--- config.mk ---
export PLATFORM = sky130hd
export DESIGN_NAME = spi_arb
export DESIGN_NICKNAME = d
export VERILOG_FILES = /design/src/rtl/spi_arb.sv
export SDC_FILE = /design/constraint.sdc
export NUM_CORES = 1
export LEC_CHECK = 0
export ABC_AREA = 0
export CORE_MARGIN = 3
export CORE_UTILIZATION = 48
export CTS_CLUSTER_DIAMETER = 50
export DETAILED_ROUTE_END_ITERATION = 8
export GPL_TIMING_DRIVEN = 0
export PLACE_DENSITY = 0.83
export SYNTH_ARGS = -nofsm -noshare
export SYNTH_HDL_FRONTEND = slang
export SYNTH_SLANG_ARGS = --single-unit
--- constraint.sdc ---
create_clock -name clk -period 2.4 [get_ports clk]
set_input_delay 0.24 -clock clk [delete_from_list [all_inputs] [get_ports clk]]
set_output_delay 0.24 -clock clk [all_outputs]
set_load 0.02 [all_outputs]
--- src/rtl/spi_arb.sv ---
// spi_arb: two-requester round-robin arbiter in front of a single SPI_mstr16.
// A grant latches the winner's command, strobes the master, waits for its
// done (or a timeout), returns the read data to the owner and then enforces
// an idle gap before the next arbitration.
module spi_arb #(
  parameter int GAP_CYC = 4,     // idle cycles between transactions, 1..255
  parameter int TMO_CYC = 1024   // XFER cycles before abort, 2..65535
) (
  input  logic        clk,
  input  logic        rst_n,
  input  logic        req0,
  input  logic        req1,
  input  logic [15:0] cmd0,
  input  logic [15:0] cmd1,
  output logic        gnt0,
  output logic        gnt1,
  output logic        done0,
  output logic        done1,
  output logic [15:0] rd_data,
  output logic        tmo_err,
  output logic        wrt,
  output logic [15:0] cmd,
  input  logic        mstr_done,
  input  logic [15:0] mstr_rd_data,
  input  logic        mstr_SS_n,
  output logic        SS0_n,
  output logic        SS1_n
);

  typedef enum logic [1:0] {IDLE, LAUNCH, XFER, GAP} state_t;

  localparam logic [15:0] TMO_LAST = 16'(TMO_CYC - 1);
  localparam logic [7:0]  GAP_LAST = 8'(GAP_CYC - 1);

  state_t      state, nxt;
  logic [15:0] tmo_cnt;
  logic [7:0]  gap_cnt;
  logic        owner, last_owner;
  logic        any_req, sel, grant, finish, tmo_hit, active;

  assign any_req = req0 | req1;
  // On a tie the requester that did not own the bus last time wins.
  assign sel     = (req0 & req1) ? ~last_owner : req1;
  assign tmo_hit = (tmo_cnt >= TMO_LAST);
  assign active  = (state == LAUNCH) || (state == XFER);

  // Next-state logic; requests are only looked at in IDLE.
  always_comb begin
    nxt    = state;
    grant  = 1'b0;
    finish = 1'b0;
    case (state)
      IDLE: begin
        if (any_req) begin
          grant = 1'b1;
          nxt   = LAUNCH;
        end
      end
      LAUNCH: nxt = XFER;
      XFER: begin
        if (mstr_done || tmo_hit) begin
          finish = 1'b1;
          nxt    = GAP;
        end
      end
      GAP: begin
        if (gap_cnt == GAP_LAST) nxt = IDLE;
      end
      default: nxt = IDLE;
    endcase
  end

  // State register plus the XFER timeout and GAP counters (both zero outside
  // their state, so each starts from 0 on entry).
  always_ff @(posedge clk) begin
    if (!rst_n) begin
      state   <= IDLE;
      tmo_cnt <= 16'd0;
      gap_cnt <= 8'd0;
    end else begin
      state <= nxt;
      if (state == XFER)
        tmo_cnt <= (tmo_cnt == 16'hFFFF) ? tmo_cnt : tmo_cnt + 16'd1;
      else
        tmo_cnt <= 16'd0;
      gap_cnt <= (state == GAP) ? gap_cnt + 8'd1 : 8'd0;
    end
  end

  // Grant side: one-cycle gnt pulse, command latch, ownership, and the wrt
  // strobe which fires in the cycle after the grant pulse.
  always_ff @(posedge clk) begin
    if (!rst_n) begin
      gnt0       <= 1'b0;
      gnt1       <= 1'b0;
      wrt        <= 1'b0;
      cmd        <= 16'h0000;
      owner      <= 1'b0;
      last_owner <= 1'b1;
    end else begin
      gnt0 <= grant & ~sel;
      gnt1 <= grant & sel;
      wrt  <= (state == LAUNCH);
      if (grant) begin
        cmd        <= sel ? cmd1 : cmd0;
        owner      <= sel;
        last_owner <= sel;
      end
    end
  end

  // Completion side: master done beats a same-cycle timeout; a timeout
  // returns zero data and sets the sticky error.
  always_ff @(posedge clk) begin
    if (!rst_n) begin
      done0   <= 1'b0;
      done1   <= 1'b0;
      rd_data <= 16'h0000;
      tmo_err <= 1'b0;
    end else begin
      done0 <= finish & ~owner;
      done1 <= finish & owner;
      if (finish) begin
        rd_data <= mstr_done ? mstr_rd_data : 16'h0000;
        if (!mstr_done) tmo_err <= 1'b1;
      end
    end
  end

  // Slave selects follow the master only for the current owner while the
  // transfer is live.
  assign SS0_n = (active && !owner) ? mstr_SS_n : 1'b1;
  assign SS1_n = (active &&  owner) ? mstr_SS_n : 1'b1;

endmodule

; ---- Word-level counts from Yosys, hierarchy flattened
; Cells that the tools add are included.
[word_totals]
ff_bits = 66
latchBits = 0
mem_bits_rw = 0
romBits = 0
input_bits = 54
out_inout_bits = 40
word_cells = 57
mem_count = 0
[classes]
n_addsub = 2
multipliers = 0
div_mod_pow = 0
n_lt_le_gt_ge = 1
eq_ne = 8
n_shift = 0
n_mux = 13
bitwise = 10
n_reduce_logical = 10
[ops]
columns = operator, n
row1 = 16-bit two-way mux, 2
row2 = "16-bit by 1-bit adder with 16-bit output, second input constant", 1
row3 = "16-bit equality test, second input constant", 1
row4 = "16-bit by 10-bit >= comparator with 1-bit output, second input constant", 1
row5 = "8-bit by 1-bit adder with 8-bit output, second input constant", 1
row6 = "8-bit by 2-bit equality test with 1-bit output, second input constant", 1
row7 = 2-bit case mux with 4 select lines, 1
row8 = 1-bit two-way mux, 7
row9 = 2-bit two-way mux, 3
row10 = "2-bit != test, second input constant", 3
row11 = 2-bit AND reduction, 3
row12 = 1-bit bitwise AND, 5
row13 = "2-bit equality test, second input constant", 2
row14 = 1-bit inverter, 4
row15 = 3-bit AND reduction, 1
row16 = "2-bit by 1-bit equality test with 1-bit output, second input constant", 1
row17 = 1-bit logical AND, 2
row18 = 2-bit logical NOT, 1
row19 = 1-bit logical OR, 2
row20 = 1-bit logical NOT, 1
row21 = 1-bit OR, 1

; ---- Logic depth before layout (Yosys ltp)
[depth]
depth_word = 5
mapped_depth = 8

; ---- Worst setup path after synthesis
; Ideal clock, no wire load.
[synth_timing]
path_type = flip-flop to flip-flop
from = register state[0]
to = register cmd[10]
setup_ns = 0.123
arrival_time_ns = 1.521
required_ns = 2.277
path_slack_ns = 0.756
stages_incl_launch_ff = 9
path_buffers = 2
period_less_slack_ns = 1.644
cell_sequence = dfxtp_1 > inv_1 > ha_1 > buf_2 > o21ai_0 > and2_0 > clkbuf_1 > a222oi_1 > inv_1
[synth_via]
elab_chain_len = 2
[synth_rtl]
columns = element, line_no
row1 = "start, declared", 35  ; state_t state, nxt;
row2 = "start signal, assigned", 81  ; state <= nxt;
row3 = 2-bit logical NOT, 52  ; case (state)
row4 = 1-bit two-way mux, 52
row5 = "end signal, assigned", 105  ; cmd <= sel ? cmd1 : cmd0;
row6 = "end, declared", 22  ; output logic [15:0] cmd,
; Every way passes these cells.
; A chain may end at the register's enable or synchronous reset.

; ---- Final worst setup path
[layout_timing]
from = register state[0]
to = output SS1_n
[layout_via]
elab_chain_len = 4
[layout_rtl]
columns = element, line_no
row1 = 2-bit by 1-bit equality test with 1-bit output / 2-bit equality test (equally long branches), 45  ; assign active = (state == LAUNCH) || (state == XFER);
row2 = 1-bit logical OR *, 45
row3 = 1-bit logical AND *, 133  ; assign SS1_n = (active && owner) ? mstr_SS_n : 1'b1;
row4 = 1-bit two-way mux *, 133
row5 = "end, declared", 27  ; output logic SS1_n
; Mark *: on every way between the ends. The rest lies on a longest branch, timed or not.

==> impl_metrics.env <==
export IMPL_seq_area_frac_synth_pct=48.6
export IMPL_dp_cells=457
export IMPL_grt_pass1_wl_um=11300
export IMPL_p_per_area_nw_per_um2=808
export IMPL_pwr_share_comb_pct=29.0
export IMPL_critPathLaunch="state[0]"
export IMPL_hold_depth=3
export IMPL_placedInstanceArea_sq_um=3720
export IMPL_cts_setup_buffers=0
export IMPL_yosys_register_bits=66
export IMPL_cts_root_buf="clkbuf_8"
export IMPL_cts_buffers=9
export IMPL_initial_core_util_pct=51.2
export IMPL_pre_cts_slack_ps=87.2
export IMPL_min_period_ps=2120
export IMPL_endpoint="SS1_n"
export IMPL_r2r_start="state[0]"
export IMPL_grt_pass1_vias=2461
export IMPL_grt_usage_pct=22.6
export IMPL_fmax_ghz=0.473
export IMPL_synthToLayoutAreaGrowth_pct=44.8
export IMPL_postSynthCellCount=295
export IMPL_route_antenna_remaining_nets=0
export IMPL_drt_wl_total_um=7200
export IMPL_synth_cell_types=46
export IMPL_clockBufferDepth=2
export IMPL_synth_area_sq_um=2720
export IMPL_drc=0
export IMPL_final_core_util_pct=74.2
export IMPL_startpoint_type="register"
export IMPL_core_sq_um=5300
export IMPL_drv_cap=0
export IMPL_ir_drop_v=0.000491
export IMPL_clkTransAtPathRegs_ps=70
export IMPL_first_iter_violations=116
export IMPL_layout_commonest_cell="clkdlybuf4s50_1"
export IMPL_pin_count=94
export IMPL_relSlewSlack_pct=47.9
export IMPL_p_int_mw=2.19
export IMPL_layout_common_cells="91 x clkdlybuf4s50_1, 66 x dfxtp_1, 39 x nand3_1, 23 x nor2_1"
export IMPL_fin_nets=458
export IMPL_setup_tns_ps=0
export IMPL_fillCellCount=399
export IMPL_yosys_warnings=0
export IMPL_synth_ff_type="dfxtp_1"
export IMPL_overflow=0
export IMPL_layoutNonFillerInstCount=473
export IMPL_cp_required_ps=2160
export IMPL_finalSetupViolations=0
export IMPL_critical_path_class="reg2out"
export IMPL_r2r_slack_ps=290
export IMPL_drive_above_1_share_pct=7.20
export IMPL_finalHoldViolCount=0
export IMPL_crit_fanout=4
export IMPL_synth_edff_count=0
export IMPL_clkPwrFrac_pct=30.2
export IMPL_p_sw_uw=993
export IMPL_hpwl_um=5360
export IMPL_grt_max_degree=12
export IMPL_end_kind="output pin"
export IMPL_fp_dieH_um=81.2
export IMPL_clk_latency_ps=340
export IMPL_synthArstFlopShare_pct=0
export IMPL_port_buffers=92
export IMPL_via_per_inst=5.33
export IMPL_report_final_slew_viol_count=0
export IMPL_diodes=0
export IMPL_die_w_um=81.2
export IMPL_ff2ff_path_depth=8
export IMPL_cts_tree="done"
export IMPL_cp_data_arrival_time_ps=1880
export IMPL_final_cell_area_sq_um=3930
export IMPL_holdWs_ps=305
export IMPL_period_share_pct=88.1
export IMPL_synth_avg_cell_area_sq_um=9.21
export IMPL_cts_num_sinks=66
export IMPL_h_tree_depth=3
export IMPL_wl_per_cell_um=15.2
export IMPL_tightest_slew_ps=774
export IMPL_r2r_end="cmd[10]"
export IMPL_antenna_found_initial=0
export IMPL_p_leak_nw=1.49
export IMPL_fp_row_count=26
export IMPL_grt_setup_unrepaired="false"
export IMPL_p_total_mw=3.18
export IMPL_syn_nets=355
export IMPL_detail_route_first_pass_iterations=5
export IMPL_swShare_pct=31.2
export IMPL_seqPwrFrac_pct=40.9
export IMPL_setup_ws_ps=285
export IMPL_die_area_sq_um=6600
export IMPL_status="finished clean"
export IMPL_skew_ps=8.81
export IMPL_globalplace_congestion=0.791
export IMPL_hp_class="in2reg"
export IMPL_vias=2520
==> sequential cells by signal, indices dropped and copies added (netlist names) <==
register,cells
last_owner,1
gnt1,1
gnt0,1
owner,1
gap_cnt,8
wrt,1
state,2
rd_data,16
done1,1
done0,1
tmo_err,1
tmo_cnt,16
cmd,16
==> kinds of logic (layout without fill, tap and decap cells) <==
group,count (synthesis),after routing,synth area share [%]
buffers and inverters,30,138,4.42
AO/OA/AOI/OAI,60,60,15.8
AND/OR/NAND/NOR,116,116,22.9
multiplexers,1,1,0.369
XOR/XNOR,16,16,5.16
adder cells (fa/ha/maj),6,6,2.76
flip-flops,66,66,48.6
==> cell type report <==
type | count | area, sq um | area share, %
buffer | 15 | 63.8 | 1.62
clock buffer | 12 | 155 | 3.95
clock inverter | 4 | 50.0 | 1.27
inverter | 15 | 56.3 | 1.43
multi-input combinational | 199 | 1270 | 32.4
sequential | 66 | 1320 | 33.6
tap | 70 | 87.6 | 2.23
timing repair buffer | 92 | 923 | 23.5
==> routing by layer <==
metal,wire length (um),vias up,global-route usage (%)
met2,3440,78,36.0
li1,-,1265,-
met5,0,-,0
met1,3020,1158,26.6
met4,262,0,15.0
met3,467,19,6.21
==> worst max-delay path: stages, from the launching register on <==
cell and delay [ps]:
dfxtp_1 400, inv_1 80, ha_1 330, nand3b_1 100
clkdlybuf4s50_1 630
==> worst min-delay path by stage <==
stage / startpoint / endpoint / slack [ps]
after detailed placement: gap_cnt[0] / gap_cnt[0] / 440
after global routing: mstr_done / rd_data[4] / 320
after floorplan: cmd0[11] / cmd[11] / 370
after CTS: mstr_done / rd_data[2] / 290
after global placement: gap_cnt[0] / gap_cnt[0] / 430
final: mstr_done / rd_data[2] / 310
==> power groups by stage <==
stage                     Clock, mW  Combinational (mW)  Sequential (mW)
final                         0.959               0.921             1.30
after global routing           1.02               0.997             1.31
after CTS                     0.973               0.929             1.30
after detailed placement          0               0.925             1.32
after global placement            0               0.901             1.32
after floorplan                   0               0.396             1.43
==> synthesized netlist by cell type, types with 2 or more instances <==
cell type | n | share of area (%)
inv_1 | 15 | 2.1
clkbuf_1 | 7 | 0.97
a22o_1 | 3 | 0.97
a31oi_1 | 2 | 0.46
nand2_1 | 16 | 2.2
buf_1 | 2 | 0.28
o21a_1 | 3 | 0.83
xor2_1 | 5 | 1.6
a22oi_1 | 5 | 1.4
nand4_1 | 3 | 0.69
nand3b_1 | 2 | 0.55
and3_1 | 8 | 1.8
and2_1 | 2 | 0.46
nor4_1 | 5 | 1.2
buf_2 | 6 | 1.1
nor3_1 | 5 | 0.92
a21oi_1 | 4 | 0.74
a222oi_1 | 10 | 3.7
nor2b_1 | 4 | 0.92
dfxtp_1 | 66 | 49
o21ai_0 | 6 | 1.1
a21boi_0 | 2 | 0.55
nor2_1 | 23 | 3.2
o21ai_1 | 16 | 2.9
nand3_1 | 39 | 7.2
xnor2_1 | 11 | 3.5
ha_1 | 6 | 2.8
==> repair_timing <==
action / CTS / global route
endpoints found under the setup margin: 0 / 1
resized for setup: 0 / 1
hold buffers: 0 / 0
No activity file was read; power rests on OpenSTA's default activity.
